[src/rtl/button_event.sv]
// Button gesture decoder: press/release edges plus click, double-click and long-press
// events from a debounced level, timed by one shared saturating interval counter.
module button_event #(
  parameter int unsigned LONG_CYCLES   = 8000000,
  parameter int unsigned DCLICK_CYCLES = 4000000,
  parameter int unsigned CNT_W         = 24
) (
  input  logic clk,
  input  logic rst_n,
  input  logic btn_level,
  input  logic en,
  output logic held,
  output logic press_pulse,
  output logic release_pulse,
  output logic click_pulse,
  output logic dclick_pulse,
  output logic long_pulse
);

  typedef enum logic [2:0] {IDLE, PRESS1, LONG, WAIT2, PRESS2} state_t;

  localparam logic [CNT_W-1:0] LONG_TC   = CNT_W'(LONG_CYCLES - 1);
  localparam logic [CNT_W-1:0] DCLICK_TC = CNT_W'(DCLICK_CYCLES - 1);

  state_t           state, state_nx;
  logic [CNT_W-1:0] cnt;
  logic             lvl_q;
  logic             rise, fall;
  logic             click_nx, dclick_nx, long_nx;

  assign rise = btn_level & ~lvl_q;
  assign fall = ~btn_level & lvl_q;
  assign held = lvl_q;

  always_comb begin
    state_nx  = state;
    click_nx  = 1'b0;
    dclick_nx = 1'b0;
    long_nx   = 1'b0;
    if (!en) begin
      state_nx = IDLE;
    end else begin
      case (state)
        IDLE:   if (rise) state_nx = PRESS1;
        PRESS1: begin
          // Terminal count wins over release; a simultaneous release ends the gesture.
          if (cnt == LONG_TC) begin
            long_nx  = 1'b1;
            state_nx = fall ? IDLE : LONG;
          end else if (fall) begin
            state_nx = WAIT2;
          end
        end
        LONG:   if (fall) state_nx = IDLE;
        WAIT2: begin
          // Timeout wins over a new press; that press then starts a fresh gesture.
          if (cnt == DCLICK_TC) begin
            click_nx = 1'b1;
            state_nx = rise ? PRESS1 : IDLE;
          end else if (rise) begin
            state_nx = PRESS2;
          end
        end
        PRESS2: begin
          if (fall) begin
            dclick_nx = 1'b1;
            state_nx  = IDLE;
          end
        end
        default: state_nx = IDLE;
      endcase
    end
  end

  always_ff @(posedge clk or negedge rst_n) begin
    if (!rst_n) begin
      lvl_q         <= 1'b0;
      state         <= IDLE;
      cnt           <= '0;
      press_pulse   <= 1'b0;
      release_pulse <= 1'b0;
      click_pulse   <= 1'b0;
      dclick_pulse  <= 1'b0;
      long_pulse    <= 1'b0;
    end else begin
      lvl_q <= btn_level;
      state <= state_nx;
      if (!en || state_nx != state) begin
        cnt <= '0;
      end else if (cnt != '1) begin
        cnt <= cnt + CNT_W'(1);
      end
      press_pulse   <= en & rise;
      release_pulse <= en & fall;
      click_pulse   <= click_nx;
      dclick_pulse  <= dclick_nx;
      long_pulse    <= long_nx;
    end
  end

endmodule

[config.mk]
export PLATFORM = sky130hd
export DESIGN_NAME = button_event
export DESIGN_NICKNAME = d
export VERILOG_FILES = /design/src/rtl/button_event.sv
export SDC_FILE = /design/constraint.sdc
export NUM_CORES = 1
export LEC_CHECK = 0
export CAP_MARGIN = 30
export CORE_MARGIN = 2
export CORE_UTILIZATION = 45
export DETAILED_ROUTE_END_ITERATION = 8
export HOLD_SLACK_MARGIN = 0.02
export SLEW_MARGIN = 20
export SYNTH_ARGS = -nofsm -noshare
export SYNTH_HDL_FRONTEND = slang
export SYNTH_SLANG_ARGS = --single-unit
export TNS_END_PERCENT = 100
[constraint.sdc]
create_clock -name clk -period 4.95 [get_ports clk]
set_input_delay 1.2375 -clock clk [delete_from_list [all_inputs] [get_ports clk]]
set_output_delay 1.2375 -clock clk [all_outputs]
set_load 0.005 [all_outputs]
# Yosys cells after proc, flatten, opt, wreduce, memory -nomap -nowiden
# Index checks and enable logic that the tools add are counted.
# op_classes
n_addsub	1
eq_ne	8
muxes	21
n_bitwise	6
reduce_logical	5
# op_table
cell	count
24-bit two-way mux	2
24-bit by 1-bit adder with 24-bit output, second input constant	1
24-bit by 22-bit equality test with 1-bit output, second input constant	1
24-bit by 23-bit equality test with 1-bit output, second input constant	1
24-bit inequality test, second input constant	1
3-bit two-way mux	7
3-bit one-hot mux with 4 select lines	1
1-bit two-way mux	10
3-bit by 2-bit equality test with 1-bit output, second input constant	2
1-bit bitwise AND	4
3-bit by 1-bit equality test with 1-bit output, second input constant	1
3-bit equality test, second input constant	1
3-bit logical NOT	1
3-bit inequality test	1
2-bit two-way mux	1
1-bit inverter	2
2-bit nonzero test	1
2-bit OR reduction	1
1-bit logical NOT	1
1-bit logical OR	1
# totals
reg_bits	33
in_bits	4
output_inout_bits	6
word_cells	49

# Logic depth before layout (Yosys ltp)
# Gate-level depths: netlist of run 1.
# logic_depth
word_depth	9
mapped_depth	8
mapped_depth_nobuf	7

# Worst setup path before layout of run 1
# Ideal clock, no wire load.
# synth_path
kind	input to register
start	input btn_level
end	register cnt[0]
setup_time_ns	0.080
arrival_ns	2.560
required_ns	4.870
slack_ns	2.310
path_stages	7
path_buffers	1
cell_sequence	nor2b_2 or2_2 maj3_1 o22ai_1 o211ai_4 buf_6 nor3_4
# synth_between
elab_chain_cells	9
word_cells_on_any_way	17
cone_classes	1 x eq/ne; 11 x mux; 3 x bitwise; 2 x reduce/logical
# synth_lines
item	line	source
start: declaration	10	input logic btn_level,
1-bit inverter	32	assign fall = ~btn_level & lvl_q;
1-bit bitwise AND	32	
3-bit two-way mux / 2-bit two-way mux (equally long branches)	50, 49	
3-bit two-way mux	47	if (cnt == LONG_TC) begin
3-bit one-hot mux with 4 select lines (*)	43	case (state)
3-bit two-way mux (*)	40	if (!en) begin
3-bit inequality test (*)	88	if (!en || state_nx != state) begin
1-bit logical OR (*)	88	
24-bit two-way mux / 2-bit nonzero test (equally long branches)	n/a	
end signal: assignment	91	cnt <= cnt + CNT_W'(1);
end: declaration	26	logic [CNT_W-1:0] cnt;
# Mark *: on every way between the ends. The rest lies on a longest branch, timed or not.
# A chain may end at the register's enable or synchronous reset.

# Worst setup path in the final report of run 1
# layout_path
start	input btn_level
end	register cnt[9]
# The elaborated chain is that of the path after synthesis.

==> impl_metrics.yaml, run 1 <==
synthesis:
  synth_area_leaders: "dfrtp_1 (41%), nor3_2 (9.9%), xnor2_1 (3.9%)"
  syn_area_um2: 2020
  synth_top_area_cell: "dfrtp_1"
  seq_area_frac_synth_pct: 40.9
  ys_ff_latch: 33
  synth_fp_nets: 198
  synth-async-reset-ratio_pct: 100
  synth_top_area_share_pct: 40.9
  ys.flop_type: "dfrtp_1"
  synth_edf_count: 0
  synth_cell_types: 45
  syn_area_per_cell_um2: 10.5
  synth.yosys.warnings: 0
  postSynthCellCount: 193
die:
  die_w_um: 71.0
  io_pins: 10
  placementRows: 24
  initial_core_util_pct: 46.7
  die_h_um: 71.0
  dieArea_um2: 5040
  core_area_um2: 4320
job:
  drv_cap: 0
pwr:
  p_leak_nw: 0.881
  total_power_mw: 0.560
  pwr_density_cell_nw_per_um2: 250
  ir_drop_mv: 0.225
cts:
  clk_latency_ns: 0.28
  htreeDepth: 2
  cts_resized: 0
  ctsHoldBuffers: 0
  cts_sinks: 33
  cts_buffer_depth: 2
  cts_made_buffers: 5
  cts.clk_slew.worst_paths_ns: 0.06
  cts_tree: "yes"
  post_cts_buffers: 0
  cts_root_buf: "clkbuf_8"
global_route:
  grt_use_met2_pct: 28.0
  grt_max_degree: 34
  grt_overflow: 0
  antenna_found_initial: 0
  gr-usage-met3_pct: 4.42
  use_met1_pct: 25.4
  grt_usage_pct: 18.2
  grt_pass1_wl_mm: 7.21
  grt_pass1_vias: 1471
  grt-busiest-layer: "met2"
layout:
  fin_util_pct: 51.7
  final_common_cell: "dfrtp_1"
  final_cell_mix: "dfrtp_1 (33), nor3_2 (20), nand2_1 (17)"
  n_antenna_cell: 0
  drive_gt1_share_pct: 20.5
  final_nets: 209
  syn_to_final_growth_pct: 10.7
timing:
  tightestPinTransition_ns: 0.750
  finalMaxSlewViolations: 0
  period_share_pct: 65.2
  hold_viol_final: 0
  final.setup.tns_ns: 0
  fin_worst_skew_ns: 0.00402
  relSlewSlack_pct: 49.4
  period_minus_slack_ns: 3.23
  fmax_mhz: 310
  setup_viol: 0
  rsz0062_at_grt: "false"
  holdWs_ns: 0.574
worst_setup_path:
  critPathArrivalTime_ns: 3.42
  r2r_slack_ns: 2.23
  cp_slowest_stage_delay_ns: 0.54
  crit_buf_inv: 2
  path_delay_family: "buffers and inverters"
  crit_slowest_cell: "clkdlybuf4s50_1"
  crit_fanout: 15
  cp_cell_sequence: "clkdlybuf4s50_1, nor2b_2, or2_2, maj3_1, o22ai_1, o211ai_4, buf_16, nor3_1"
  cp_data_required_time_ns: 5.14
  start_kind: "input pin"
  cp-end-kind: "flip-flop"
  path_class: "in2reg"
routing:
  vias_per_cell: 5.74
  vias: 1474
  drcViolationCount: 0
  antenna_left: 0
  first_iter_violations: 96
  wirelength_mm: 4.00
  firstDrtPassIters: 4
  routedWlPerCell_um: 15.6
place:
  gp_congestion: 0.797
  dpl.hpwl_mm: 2.76
  port_buffers: 9
min_path:
  hold_path.class: "reg2reg"
status:
  status: "finished, final reports clean"
[flip-flops by register name, indices dropped and copies added (netlist names)]
signal,cells
click_pulse,1
cnt,24
dclick_pulse,1
held,1
long_pulse,1
press_pulse,1
release_pulse,1
state,3
[synth_stat cells, types with 2 or more instances]
library cell  count
dfrtp_1          33
nor3_2           20
nand2_1          17
nand3_1          14
nor2_1           12
xnor2_1           9
xor2_1            9
o21ai_0           7
mux2i_1           6
and3_1            5
nand2b_1          5
nor3_1            5
buf_6             4
nand4_1           4
and4_1            3
clkbuf_1          3
inv_1             2
nand3b_1          2
nor2b_1           2
nor3_4            2
nor4_1            2
o211ai_1          2
or2_2             2
or4_1             2
[per-stage QoR]
step | instances | area, um^2 | worst slack, ns
4_1_cts | 256 | 2210 | 1.70
2_1_floorplan | 193 | 2020 | 2.31
3_3_place_gp | 248 | 2120 | 1.51
3_5_place_dp | 248 | 2120 | 1.41
5_1_grt | 257 | 2230 | 1.61
6_report | 257 | 2230 | 1.72
[path summary, 6_finish.rpt]
path,from,endpoint,cells past startpoint
worst min register to register,cnt[6],cnt[6],2
worst max-delay path,btn_level,cnt[9],8
min in group asynchronous,rst_n,press_pulse,2
worst max register to register,cnt[0],cnt[6],7
worst min-delay path,cnt[6],cnt[6],2
max in group asynchronous,rst_n,cnt[9],2
[tightest hold or removal path: stages (launching register included)]
cell,delay (ns)
dfrtp_1,0.36
xnor2_1,0.14
nor3_2,0.04
[kinds of logic after synthesis]
family	after synthesis	synth area share, %
xor gates and xnor gates	18	7.81
and+or+nand+nor	107	37.0
buffers and inverters	9	3.16
muxes	6	2.98
DFF	33	40.9
adders and majority gates	2	1.12
AOI/OAI and AO/OA	18	7.01
[cell type report]
| type | instances | area [um^2] |
|---|---|---|
| Clock buffer | 6 | 72.6 |
| Clock inverter | 2 | 10.0 |
| Timing Repair Buffer | 11 | 125 |
| Fill cell | 408 | 2090 |
| Inverter | 2 | 7.51 |
| Tap cell | 52 | 65.1 |
| Sequential cell | 33 | 826 |
| Multi-Input combinational cell | 151 | 1130 |
[power breakdown]
part	switching (mW)	leakage (nW)	internal, mW	total (mW)
Combinational	0.0512	0.381	0.0298	0.0810
Sequential	0.00960	0.455	0.276	0.286
Clock	0.0957	0.0450	0.0973	0.193
Total	0.156	0.881	0.403	0.560
[per-layer routing]
metal | vias to the layer above | routed length, um
met5 | - | 0
met4 | 0 | 34
met3 | 5 | 148
met2 | 30 | 1890
met1 | 719 | 1930
li1 | 720 | -
(Power assumes the default switching activity.)
==> inputs of run 2 (changes only) <==
==> constraint.sdc (replaced) <==
create_clock -name clk -period 2.58 [get_ports clk]
set_input_delay 0.645 -clock clk [delete_from_list [all_inputs] [get_ports clk]]
set_output_delay 0.645 -clock clk [all_outputs]
set_load 0.005 [all_outputs]
==> run 2 against run 1 <==
Compared with the run above: global-route usage grew 0.25 points; clock skew grew 0.0044 ns; combinational power grew 93%; sequential share of layout area shrank 0.75 points; highest routed layer unchanged; final cell count grew 1.6%; total power grew 100%; wire length grew 3.1%; hold slack gained 0.0032 ns; register-to-register slack lost 2.0 ns; count of clock-buffer cells in the layout grew 1.
==> impl_metrics.yaml, run 2 (synthesized netlist as in run 1, its figures left out) <==
status:
  status: "finished, final reports clean"
routing:
  vias_per_cell: 5.61
  antenna_left: 0
  wirelength_mm: 4.13
  first_iter_violations: 91
  routedWlPerCell_um: 15.8
  vias: 1465
  firstDrtPassIters: 4
  drcViolationCount: 0
layout:
  final_common_cell: "dfrtp_1"
  reg.largest.list: "cnt: 24 flops, state: 3 flops"
  drive_gt1_share_pct: 23.0
  n_antenna_cell: 0
  syn_to_final_growth_pct: 13.0
  n_fill_cell: 411
  finalNonFillerCells: 261
  fin_util_pct: 52.7
  top_register: "cnt"
  largest_reg_flops: 24
  final_cell_mix: "dfrtp_1 (33), nor3_2 (20), nand2_1 (17)"
  final_nets: 213
  stdcell_area_um2: 2280
die:
  core_area_um2: 4320
  dieArea_um2: 5040
  io_pins: 10
  die_h_um: 71.0
  placementRows: 24
  die_w_um: 71.0
  initial_core_util_pct: 46.7
worst_setup_path:
  crit_slowest_cell: "clkdlybuf4s50_1"
  cp_cell_sequence: "clkdlybuf4s50_1, nor2b_2, or2_2, maj3_1, o22ai_1, o211ai_4, buf_12, nor3_1"
  path_delay_family: "buffers and inverters"
  cp-end-kind: "flip-flop"
  start_kind: "input pin"
  crit_fanout: 24
  critPathArrivalTime_ns: 2.56
  cp-startpoint: "btn_level"
  cp_slowest_stage_delay_ns: 0.49
  crit_buf_inv: 2
  path_class: "in2reg"
  timing.rr.start: "cnt[0]"
  cp_data_required_time_ns: 2.78
timing:
  fin_worst_skew_ns: 0.00845
  finalMaxSlewViolations: 0
  relSlewSlack_pct: 52.9
  tightestPinTransition_ns: 0.697
  setup_viol: 0
  period_minus_slack_ns: 2.36
  fmax_mhz: 424
  hold_viol_final: 0
  finalWorstSetupSlack_ns: 0.223
  holdWs_ns: 0.577
  rsz0062_at_grt: "false"
  period_share_pct: 91.4
  final.setup.tns_ns: 0
cts:
  cts_sinks: 33
  cts_resized: 0
  cts.clk_slew.worst_paths_ns: 0.06
  ctsHoldBuffers: 0
  cts_tree: "yes"
  post_cts_buffers: 0
  cts_buffer_depth: 2
  clk_latency_ns: 0.29
  cts_made_buffers: 5
  cts_root_buf: "clkbuf_8"
  htreeDepth: 2
pwr:
  swShare_pct: 26.7
  internal_power_mw: 0.828
  pwr_density_cell_nw_per_um2: 495
  pwr-share-clk_pct: 37.8
  p_seq_share_pct: 48.5
  p_leak_nw: 0.907
  combPwrFrac_pct: 13.8
  switching_power_mw: 0.302
  ir_drop_mv: 0.238
  total_power_mw: 1.13
place:
  dpl.hpwl_mm: 2.93
  gp_congestion: 0.819
  port_buffers: 9
  place_ws_ns: -0.0907
  post_dp_cell_area_um2: 2170
  dp.cells: 253
global_route:
  grt_pass1_wl_mm: 7.23
  antenna_found_initial: 0
  grt_usage_pct: 18.4
  grt_pass1_vias: 1514
  grt_max_degree: 34
  grt_overflow: 0
min_path:
  hold_path.class: "reg2reg"
  worstHoldStart: "cnt[6]"
job:
  drv_cap: 0
## run 2: layout make-up
class | instances | area (um^2) | share of cell area, %
clock buffers | 7 | 96.3 | 4.22
clock inverters | 1 | 5.00 | 0.219
inverters | 2 | 7.51 | 0.329
multi-input cells | 151 | 1130 | 49.7
flip-flops and latches | 33 | 826 | 36.2
well taps | 52 | 65.1 | 2.85
repair buffers | 15 | 148 | 6.47
## run 2: power groups by stage
stage | Combinational, mW | Clock (mW) | Sequential (mW)
detailed placement | 0.158 | 0 | 0.557
floorplan | 0.126 | 0 | 0.548
finish | 0.156 | 0.427 | 0.547
global placement | 0.150 | 0 | 0.556
CTS | 0.159 | 0.439 | 0.547
global route | 0.174 | 0.460 | 0.550
## run 2: path summary, 6_finish.rpt
check                              end  slack, ns  cells past startpoint
hold reg to reg                 cnt[6]       0.58                      2
max in group asynchronous       cnt[6]       1.51                      2
setup reg to reg               cnt[10]       0.25                      7
setup / recovery               cnt[11]       0.22                      8
min in group asynchronous  click_pulse       0.76                      2
hold / removal                  cnt[6]       0.58                      2
## run 2: routing by layer
metal	vias to the layer above	part of all wire, %	global-route usage, %
met1	707	46	24.5
li1	729	-	-
met4	0	3.0	9.64
met2	17	48	28.3
met5	-	0	0
met3	12	2.6	3.85
## run 2: worst register-to-register path, cell delays in order, from the launching register on
cell,delay [ns]
dfrtp_1,0.39
ha_1,0.24
nand3_2,0.18
nand4bb_4,0.29
nor3_4,0.30
xnor2_1,0.19
o211a_4,0.48
nor3_1,0.13
==> inputs of run 3 (changes only) <==
--- a/config.mk
+++ b/config.mk
@@ -10,6 +10,7 @@
 export CORE_UTILIZATION = 45
 export DETAILED_ROUTE_END_ITERATION = 8
 export HOLD_SLACK_MARGIN = 0.02
+export SETUP_SLACK_MARGIN = 0.2
 export SLEW_MARGIN = 20
 export SYNTH_ARGS = -nofsm -noshare
 export SYNTH_HDL_FRONTEND = slang
==> run 3 against run 2 <==
Compared with the run above: sequential power about the same; hold slack gained 0.0092 ns; wire length up 5.9%; fmax increased by 2.7%; final area up 2.6%; clock power is essentially flat; clock skew is 0.0016 ns lower.
==> impl_metrics.yaml, run 3 (synthesized netlist as in run 1, its figures left out) <==
layout:
  drive_gt1_share_pct: 25.0
  reg.largest.list: "cnt: 24 flops, state: 3 flops"
  seq_area_um2: 826
  top_register: "cnt"
  n_antenna_cell: 0
  multi_input_area_um2: 1180
  final_nets: 216
  fin_util_pct: 54.1
  n_fill_cell: 403
  final_common_cell: "dfrtp_1"
  syn_to_final_growth_pct: 15.9
  final_cell_mix: "dfrtp_1 (33), nor3_2 (20), nand2_1 (17)"
  largest_reg_flops: 24
pwr:
  ir_drop_mv: 0.242
  p_leak_nw: 0.962
  pwr_density_cell_nw_per_um2: 490
worst_setup_path:
  start_kind: "input pin"
  path_class: "in2reg"
  path_delay_family: "buffers and inverters"
  cp_data_required_time_ns: 2.78
  crit_buf_inv: 2
  cp-end-kind: "flip-flop"
  crit_slowest_cell: "clkdlybuf4s50_1"
  crit_fanout: 24
  critPathArrivalTime_ns: 2.50
  cp_cell_sequence: "clkdlybuf4s50_1, nor2b_2, or2_2, maj3_1, o22ai_2, o211ai_4, buf_12, nor3_1"
  cp_slowest_stage_delay_ns: 0.49
timing:
  period_share_pct: 89.0
  hold_viol_final: 0
  fin_worst_skew_ns: 0.00686
  period_minus_slack_ns: 2.30
  setup_viol: 0
  fmax_mhz: 436
  holdWs_ns: 0.587
  rsz0062_at_grt: "false"
  relSlewSlack_pct: 52.8
  finalWorstSetupSlack_ns: 0.284
  finalMaxSlewViolations: 0
  tightestPinTransition_ns: 0.700
global_route:
  grt_pass1_vias: 1514
  grt_pass1_wl_mm: 7.23
  grt_max_degree: 34
  grt_overflow: 0
  grt_usage_pct: 18.4
  antenna_found_initial: 0
routing:
  dr.max_layer_used: "met4"
  antenna_left: 0
  wl_met1_mm: 1.97
  route.met3.wl_um: 140
  wl_met2_mm: 2.13
  wirelength_mm: 4.37
  vias: 1527
  firstDrtPassIters: 4
  drcViolationCount: 0
  first_iter_violations: 98
  vias_per_cell: 5.78
  routedWlPerCell_um: 16.6
cts:
  cts_tree: "yes"
  cts.clk_slew.worst_paths_ns: 0.06
  cts_sinks: 33
  cts_root_buf: "clkbuf_8"
  htreeDepth: 2
  ctsHoldBuffers: 0
  cts_made_buffers: 5
  clk_latency_ns: 0.29
  cts_buffer_depth: 2
die:
  dieArea_um2: 5040
  core_area_um2: 4320
  die_w_um: 71.0
  initial_core_util_pct: 46.7
  die_h_um: 71.0
  placementRows: 24
  io_pins: 10
place:
  place_ws_ns: -0.0907
  gp_congestion: 0.819
  port_buffers: 9
  dpl.hpwl_mm: 2.93
status:
  status: "finished, final reports clean"
min_path:
  hold_path.class: "reg2reg"
job:
  drv_cap: 0
-- run 3: changes by cell type in the layout (fill, tap and decap cells not counted), sizes merged --
cell   delta
buf       +2
o211a     +1
-- run 3: layer usage --
layer / global-route usage, % / vias to the layer above
met2: 28.3 / 23
met4: 9.64 / 0
met1: 24.5 / 750
li1: - / 742
met5: 0 / -
met3: 3.85 / 12
-- run 3: worst paths after layout --
| path | slack [ns] | depth (start not counted) | startpoint | endpoint |
|---|---|---|---|---|
| worst max-delay path | 0.28 | 8 | btn_level | cnt[10] |
| worst min-delay path | 0.59 | 2 | cnt[6] | cnt[6] |
| max in group asynchronous | 1.51 | 2 | rst_n | cnt[9] |
| worst min register to register | 0.59 | 2 | cnt[6] | cnt[6] |
| worst max register to register | 0.37 | 7 | cnt[0] | cnt[17] |
| min in group asynchronous | 0.76 | 2 | rst_n | click_pulse |
-- run 3: worst min-delay path, cell delays in order, from the launching register on --
cell	delay [ns]
dfrtp_1	0.37
xnor2_1	0.14
nor3_2	0.04
-- run 3: area by class of cell --
type / count / share of cell area [%]
clock buffer: 7 / 4.12
clock inverter: 1 / 0.214
inverter: 2 / 0.321
multi-input combinational: 152 / 50.3
sequential: 33 / 35.3
tap: 52 / 2.78
timing repair buffer: 17 / 6.95
-- run 3: through the flow --
| stage | instances | total power [mW] | setup TNS, ns | instance area (um^2) |
|---|---|---|---|---|
| floorplan | 193 | 0.673 | 0 | 2020 |
| global placement | 253 | 0.705 | -0.128 | 2170 |
| detailed placement | 253 | 0.715 | -0.945 | 2170 |
| CTS | 261 | 1.14 | 0 | 2280 |
| global route | 264 | 1.20 | 0 | 2340 |
| finish | 264 | 1.15 | 0 | 2340 |
-- run 3: report_power, final --
| part | switching (mW) | total, mW | internal, mW |
|---|---|---|---|
| Clock | 0.189 | 0.430 | 0.241 |
| Sequential | 0.0195 | 0.549 | 0.530 |
| Combinational | 0.105 | 0.168 | 0.0621 |
-- run 3: repair_timing --
action | 4_1_cts | 5_1_grt
setup endpoints to repair | 0 | 24
gates resized for setup | 0 | 6
setup buffers | 0 | 2
endpoints found under the hold margin | 0 | 0
